$ cat src/rtl/simple_axi_write_arbiter.sv
`default_nettype none
// ============================================================================
// Module   : simple_axi_write_arbiter
// Brief    : Round-robin N:1 arbiter for a simple write port; owner held to m_wlast.
// Revision : 1.0 - initial release
// ============================================================================
module simple_axi_write_arbiter #(
  parameter int N_REQ      = 2,
  parameter int AXI_ADDR_W = 32,
  parameter int AXI_DATA_W = 32,
  parameter int LEN_W      = 8
) (
  input  logic                           clk,
  input  logic                           rst,
  input  logic [N_REQ-1:0]               s_wvalid,
  output logic [N_REQ-1:0]               s_wready,
  input  logic [N_REQ*AXI_ADDR_W-1:0]    s_waddr,
  input  logic [N_REQ*AXI_DATA_W-1:0]    s_wdata,
  input  logic [N_REQ*AXI_DATA_W/8-1:0]  s_wstrb,
  input  logic [N_REQ*LEN_W-1:0]         s_wlen,
  output logic [N_REQ-1:0]               s_wlast,
  output logic                           m_wvalid,
  input  logic                           m_wready,
  output logic [AXI_ADDR_W-1:0]          m_waddr,
  output logic [AXI_DATA_W-1:0]          m_wdata,
  output logic [AXI_DATA_W/8-1:0]        m_wstrb,
  output logic [LEN_W-1:0]               m_wlen,
  input  logic                           m_wlast,
  output logic [N_REQ-1:0]               grant,
  output logic                           busy
);

  localparam int C_IDX_W  = (N_REQ > 1) ? $clog2(N_REQ) : 1;
  localparam int C_STRB_W = AXI_DATA_W / 8;

  typedef enum logic [1:0] {
    ST_IDLE = 2'd0,
    ST_BUSY = 2'd1,
    ST_ZLEN = 2'd2
  } state_t;

  state_t                 r_state, w_state_nxt;
  logic [N_REQ-1:0]       r_grant, w_grant_nxt;
  logic [C_IDX_W-1:0]     r_gidx, w_gidx_nxt;
  logic [C_IDX_W-1:0]     r_rr_ptr, w_ptr_nxt;
  logic [AXI_ADDR_W-1:0]  r_waddr, w_waddr_nxt;
  logic [LEN_W-1:0]       r_wlen, w_wlen_nxt;

  logic [AXI_ADDR_W-1:0]  w_addr_arr [N_REQ];
  logic [AXI_DATA_W-1:0]  w_data_arr [N_REQ];
  logic [C_STRB_W-1:0]    w_strb_arr [N_REQ];
  logic [LEN_W-1:0]       w_len_arr  [N_REQ];

  logic                   w_found;
  logic [C_IDX_W-1:0]     w_win;
  logic [C_IDX_W-1:0]     w_cand;
  logic [C_IDX_W-1:0]     w_ptr_inc;
  int                     w_j;

  generate
    for (genvar i = 0; i < N_REQ; i++) begin : g_unpack
      assign w_addr_arr[i] = s_waddr[i*AXI_ADDR_W +: AXI_ADDR_W];
      assign w_data_arr[i] = s_wdata[i*AXI_DATA_W +: AXI_DATA_W];
      assign w_strb_arr[i] = s_wstrb[i*C_STRB_W +: C_STRB_W];
      assign w_len_arr[i]  = s_wlen[i*LEN_W +: LEN_W];
    end
  endgenerate

  // Scan from the pointer upward, wrapping, and keep the first valid requester.
  always_comb begin
    w_found = 1'b0;
    w_win   = '0;
    w_cand  = '0;
    w_j     = 0;
    for (int k = 0; k < N_REQ; k++) begin
      w_j = int'(r_rr_ptr) + k;
      if (w_j >= N_REQ) w_j = w_j - N_REQ;
      w_cand = C_IDX_W'(w_j);
      if (!w_found && s_wvalid[w_cand]) begin
        w_found = 1'b1;
        w_win   = w_cand;
      end
    end
  end

  assign w_ptr_inc = (r_gidx == C_IDX_W'(N_REQ - 1)) ? '0 : r_gidx + C_IDX_W'(1);

  always_comb begin
    w_state_nxt = r_state;
    w_grant_nxt = r_grant;
    w_gidx_nxt  = r_gidx;
    w_ptr_nxt   = r_rr_ptr;
    w_waddr_nxt = r_waddr;
    w_wlen_nxt  = r_wlen;
    case (r_state)
      ST_IDLE: begin
        if (w_found) begin
          w_grant_nxt        = '0;
          w_grant_nxt[w_win] = 1'b1;
          w_gidx_nxt         = w_win;
          w_waddr_nxt        = w_addr_arr[w_win];
          w_wlen_nxt         = w_len_arr[w_win];
          w_state_nxt        = (w_len_arr[w_win] == '0) ? ST_ZLEN : ST_BUSY;
        end
      end
      ST_BUSY: begin
        if (m_wlast) begin
          w_state_nxt = ST_IDLE;
          w_grant_nxt = '0;
          w_ptr_nxt   = w_ptr_inc;
        end
      end
      ST_ZLEN: begin
        w_state_nxt = ST_IDLE;
        w_grant_nxt = '0;
        w_ptr_nxt   = w_ptr_inc;
      end
      default: begin
        w_state_nxt = ST_IDLE;
        w_grant_nxt = '0;
      end
    endcase
  end

  always_ff @(posedge clk or negedge rst) begin
    if (!rst) begin
      r_state  <= ST_IDLE;
      r_grant  <= '0;
      r_gidx   <= '0;
      r_rr_ptr <= '0;
      r_waddr  <= '0;
      r_wlen   <= '0;
    end else begin
      r_state  <= w_state_nxt;
      r_grant  <= w_grant_nxt;
      r_gidx   <= w_gidx_nxt;
      r_rr_ptr <= w_ptr_nxt;
      r_waddr  <= w_waddr_nxt;
      r_wlen   <= w_wlen_nxt;
    end
  end

  // Data path is a pure mux on the owner; m_wlast only reaches a requester in BUSY.
  always_comb begin
    m_wvalid = 1'b0;
    m_wdata  = '0;
    m_wstrb  = '0;
    s_wready = '0;
    s_wlast  = '0;
    if (r_state == ST_BUSY) begin
      m_wvalid         = s_wvalid[r_gidx];
      m_wdata          = w_data_arr[r_gidx];
      m_wstrb          = w_strb_arr[r_gidx];
      s_wready[r_gidx] = m_wready;
      s_wlast[r_gidx]  = m_wlast;
    end else if (r_state == ST_ZLEN) begin
      s_wlast[r_gidx]  = 1'b1;
    end
  end

  assign grant   = r_grant;
  assign busy    = (r_state != ST_IDLE);
  assign m_waddr = r_waddr;
  assign m_wlen  = r_wlen;

endmodule
`default_nettype wire

$ cat config.mk
export PLATFORM = sky130hd
export DESIGN_NAME = simple_axi_write_arbiter
export DESIGN_NICKNAME = d
export VERILOG_FILES = /design/src/rtl/simple_axi_write_arbiter.sv
export SDC_FILE = /design/constraint.sdc
export NUM_CORES = 1
export LEC_CHECK = 0
export BUFFER_PORTS_ARGS = -buffer_cell sky130_fd_sc_hd__buf_2
export CAP_MARGIN = 15
export CORE_ASPECT_RATIO = 1.25
export CORE_UTILIZATION = 28
export DETAILED_ROUTE_END_ITERATION = 10
export PLACE_DENSITY = 0.73
export REMOVE_ABC_BUFFERS = 1
export SLEW_MARGIN = 10
export SYNTH_ARGS = -nofsm -noshare
export SYNTH_HDL_FRONTEND = slang
export SYNTH_SLANG_ARGS = --single-unit
export TNS_END_PERCENT = 1
$ cat constraint.sdc
create_clock -name clk -period 1.47 [get_ports clk]
set_clock_uncertainty 0.2 [all_clocks]
set_input_delay 0 -clock clk [delete_from_list [all_inputs] [get_ports clk]]
set_output_delay 0 -clock clk [all_outputs]
set_load 0.05 [all_outputs]
# Word level (Yosys, flattened, before mapping)
# Cells that the tools add are included.
dict set report classes {
  add_sub_neg 4
  muxes 43
  reduce_logical 11
  n_eq_ne 4
  bitwise_logic 4
  n_lt_le_gt_ge 10
}
# cell n
set ops {}
lappend ops {{two-way mux 32 bit} 7}
lappend ops {{two-way mux 8 bit} 3}
lappend ops {{two-way mux 1 bit} 17}
lappend ops {{two-way mux 4 bit} 4}
lappend ops {{two-way mux 2 bit} 7}
lappend ops {{zero test 8 bit} 1}
lappend ops {{< comparator 1 x 2 -> 1 bit, second input constant} 4}
lappend ops {{one-hot mux 2 bit (2 select lines)} 2}
lappend ops {{greater-or-equal comparator 2 bit, second input constant} 3}
lappend ops {{AND reduction 2 bit} 3}
lappend ops {{bitwise AND 2 bit} 2}
lappend ops {{!= test 2 bit, second input constant} 2}
lappend ops {{NOT 1 -> 2 bit} 2}
lappend ops {{nonzero test 2 bit} 2}
lappend ops {{logical AND 1 bit} 3}
lappend ops {{adder 1 x 1 -> 2 bit, second input constant} 1}
lappend ops {{demux 1 bit (select 1 bit)} 2}
lappend ops {{equality test 2 x 1 -> 1 bit, second input constant} 1}
lappend ops {{equality test 2 bit, second input constant} 1}
lappend ops {{greater-or-equal comparator 1 bit, second input constant} 2}
lappend ops {{greater-or-equal comparator 1 x 2 -> 1 bit, second input constant} 1}
lappend ops {{zero test 2 bit} 1}
lappend ops {{one-hot mux 1 bit (2 select lines)} 1}
lappend ops {{subtractor 1 bit, second input constant} 2}
lappend ops {{2 further kinds} 2}
dict set report word_totals {
  output_inout_bits 84
  word_cells 82
  input_bits 158
  regBits 46
}

# Longest topological paths before layout
dict set report depth {
  depth_word 16
  depth_mapped 6
}

# Worst setup path after synthesis
# No wires, ideal clock.
dict set report synth_timing {
  path_kind {register to output}
  startpoint {reg r_state[1]}
  endpoint {out m_wdata[0]}
  arrival_time_ns 1.593
  path_slack_ns -0.323
  path_stages_with_launch 5
  path_cell_list {dfrtp_1 nand2b_1 buf_2 buf_1 nor2_1}
}
dict set report synth_between {
  elab_chain_cells 2
}
# element line_no
set synth_rtl {}
lappend synth_rtl {{start, declared} 42} ;# state_t r_state, w_state_nxt;
lappend synth_rtl {{start signal, assigned} 134} ;# r_state <= w_state_nxt;
lappend synth_rtl {{equality test 2 x 1 -> 1 bit} 150} ;# if (r_state == ST_BUSY) begin
lappend synth_rtl {{two-way mux 32 bit} 150}
lappend synth_rtl {{end, declared} 25} ;# output logic [AXI_DATA_W-1:0] m_wdata,
# No other way between the ends.

# Worst setup path after layout
dict set report layout_timing {
  startpoint {reg r_state[1]}
  endpoint {out m_wdata[15]}
}
# Same word-level chain as after synthesis.

==> flow_summary.json <==
{
  "final_area_sq_um": 5860,
  "htree_levels": 2,
  "pin_count": 242,
  "numPortBuffers": 241,
  "grt_max_degree": 44,
  "cts_root_buf": "clkbuf_16",
  "seqCellArea_sq_um": 1150,
  "p_total_uw": 10200,
  "synth_cell_types": 25,
  "final_nets": 790,
  "crit_slowest_cell": "dfrtp_1",
  "synth-async-reset-ratio_pct": 100,
  "rr_worst_depth": 5,
  "dp_hpwl_um": 8120,
  "drtIter0Drc": 139,
  "syn_area_per_cell_sq_um": 9.64,
  "r2r_start": "r_rr_ptr",
  "numCtsBuffers": 5,
  "cp_slowest_stage_delay_ns": 0.39,
  "rows": 41,
  "synth_top_cells_by_count": "78 x mux2i_1, 46 x dfrtp_1, 46 x nand2_1",
  "synth_enable_flop_cells": 0,
  "ys_seq_area_share_pct": 39.9,
  "antenna_found_initial": 6,
  "clk_pin_slew_ns": 0.07,
  "wl_per_cell_um": 17.0,
  "drt-vias-per-instance": 4.80,
  "arrival_ns": 1.49,
  "routed_wl_um": 13000,
  "max_freq_ghz": 0.592,
  "use_met1_pct": 24.2,
  "grt_pass1_vias": 3700,
  "place_area_sq_um": 4340,
  "synth_top_area_cell": "dfrtp_1",
  "grt_pass1_wl_um": 18700,
  "r2r_end": "m_waddr[25]",
  "met2_usage_pct": 41.7,
  "maxCapViolCount": 0,
  "cp-startpoint": "r_state[1]",
  "setup-violations-final": 83,
  "detail-route-antenna-nets": 0,
  "start_util_pct": 28.7,
  "ys.flop_type": "dfrtp_1",
  "die_area_sq_um": 10700,
  "crit_buf_inv": 3,
  "ir_worst_vdd_mv": 0.886,
  "max-slew-margin-rel_pct": 67.7,
  "finalWorstSetupSlack_ns": -0.220,
  "synth_top_area_share_pct": 39.9,
  "cts_max_path_buffers": 2,
  "area_delta_synth_final_pct": 103,
  "tightest_slew_ns": 0.484,
  "core_sq_um": 10100,
  "min_period_ns": 1.69,
  "min_path_type": "input pin to async pin",
  "vias": 3669,
  "syn_area_sq_um": 2880,
  "cts.sinks": 46,
  "report.final.slew_viol_count": 0,
  "power.leakage_uw": 0.00297,
  "cp-end-kind": "output pin",
  "hold_viol": 0,
  "drc_errors": 0,
  "violations": "negative setup slack",
  "busiest_layer": "met2",
  "die_h_um": 115,
  "dr.pass1.iters": 4,
  "yosysMostFrequentCell": "mux2i_1",
  "ys_top_cells_by_area": "dfrtp_1 40%, mux2i_1 27%, o21ai_2 8.5%",
  "worstSetupPathType": "flip-flop to output pin",
  "grt_use_met3_pct": 8.40,
  "netlist_instances": 299,
  "gp_congestion": 0.807,
  "start_kind": "flip-flop",
  "multi_input_area_sq_um": 1770,
  "status": "finished with violations",
  "rsz0062_at_grt": "yes",
  "grt_overflow": 0,
  "path_common_cell": "buf_6",
  "finalCritPeriodShare_pct": 115,
  "crit_chain": "buf_6, nand2b_4, buf_12, nor2_2, buf_6",
  "ys_ff_latch": 46,
  "drive_above_1_share_pct": 55.6,
  "die_w_um": 92.8,
  "p_per_area_nw_per_um2": 1740,
  "critical_path_required_ns": 1.27,
  "cts_tree": "built",
  "ys_warn_count": 0,
  "critical_path.top_delay_family": "buffers and inverters",
  "r2r_setup_slack_ns": -0.16,
  "path_max_fanout": 19,
  "grtUsageTotal_pct": 23.0,
  "nFillCells": 795,
  "clock_latency_ns": 0.28
}
[worst max path at each step]
stage                   to  slack (ns)  cells past startpoint
3_5_place_dp   m_waddr[15]       -0.13                      5
3_3_place_gp    m_waddr[7]       -0.08                      5
6_report       m_wdata[15]       -0.22                      5
4_1_cts         m_wstrb[1]       -0.22                      5
2_1_floorplan   r_state[1]       -2.62                      3
5_1_grt         m_wdata[8]       -0.27                      5
[flip-flops by register name, summed over array words and instances (netlist names)]
signal	flops
grant	2
r_rr_ptr	1
r_gidx	1
m_waddr	32
m_wlen	8
r_state	2
[area by class of cell]
cell class,instances,area share (%)
repair buffers,349,44.6
flip-flops and latches,46,19.7
multi-input cells,229,30.2
inverters,1,0.0640
diodes,3,0.128
well taps,129,2.75
clock inverters,2,0.213
clock buffers,6,2.37
[cells in the final DEF, fill, tap and decap left out, types with 5 or more instances in the layout]
cell	Yosys	final
dlygate4sd3_1	0	84
nor2_1	43	18
mux2i_1	78	64
mux2i_2	0	11
clkbuf_16	0	5
buf_12	0	6
nor2_2	0	23
buf_2	8	200
nand2_1	46	45
o21ai_1	14	13
buf_6	8	46
o21ai_2	28	28
buf_4	1	10
dfrtp_1	46	45
[where the power goes]
| group | switching [uW] | internal, uW |
|---|---|---|
| clock | 473 | 673 |
| combinational | 4630 | 2360 |
| sequential | 311 | 1770 |
[kinds of logic after synthesis]
logic type             Yosys count  share of synthesized area [%]
AO/OA/AOI/OAI                   48                           12.5
buffers and inverters           24                           5.82
flip-flops                      46                           39.9
multiplexers                    78                           27.1
AND/OR/NAND/NOR                103                           14.7
[what timing repair did]
item | in CTS | in global routing
gates cloned | 1 | 0
endpoints found under the hold margin | 91 | 0
hold buffers | 84 | 0
setup endpoints to repair | 85 | 87
resized for setup | 101 | 44
pin swaps | 1 | 2
buffers inserted | 1 | 0
[metrics by stage]
step	util, %	hold WS (ns)	cells	worst slack (ns)	setup TNS [ns]
after floorplan	-	-0.496	276	-2.62	-153.49
after global placement	43.2	-0.231	668	-0.0840	-2.88
after detailed placement	43.2	-0.220	668	-0.134	-4.01
after CTS	56.4	0.00931	762	-0.219	-11.33
after global routing	58.3	0.0598	763	-0.275	-15.91
final	58.3	0.0389	765	-0.220	-11.05
[metal layers]
metal / vias to the layer above / part of all wire [%]
met4: 6 / 2.8
met1: 1701 / 37
li1: 1707 / -
met2: 217 / 51
met5: - / 0.30
met3: 38 / 9.0
No activity file was read; power rests on OpenSTA's default activity.
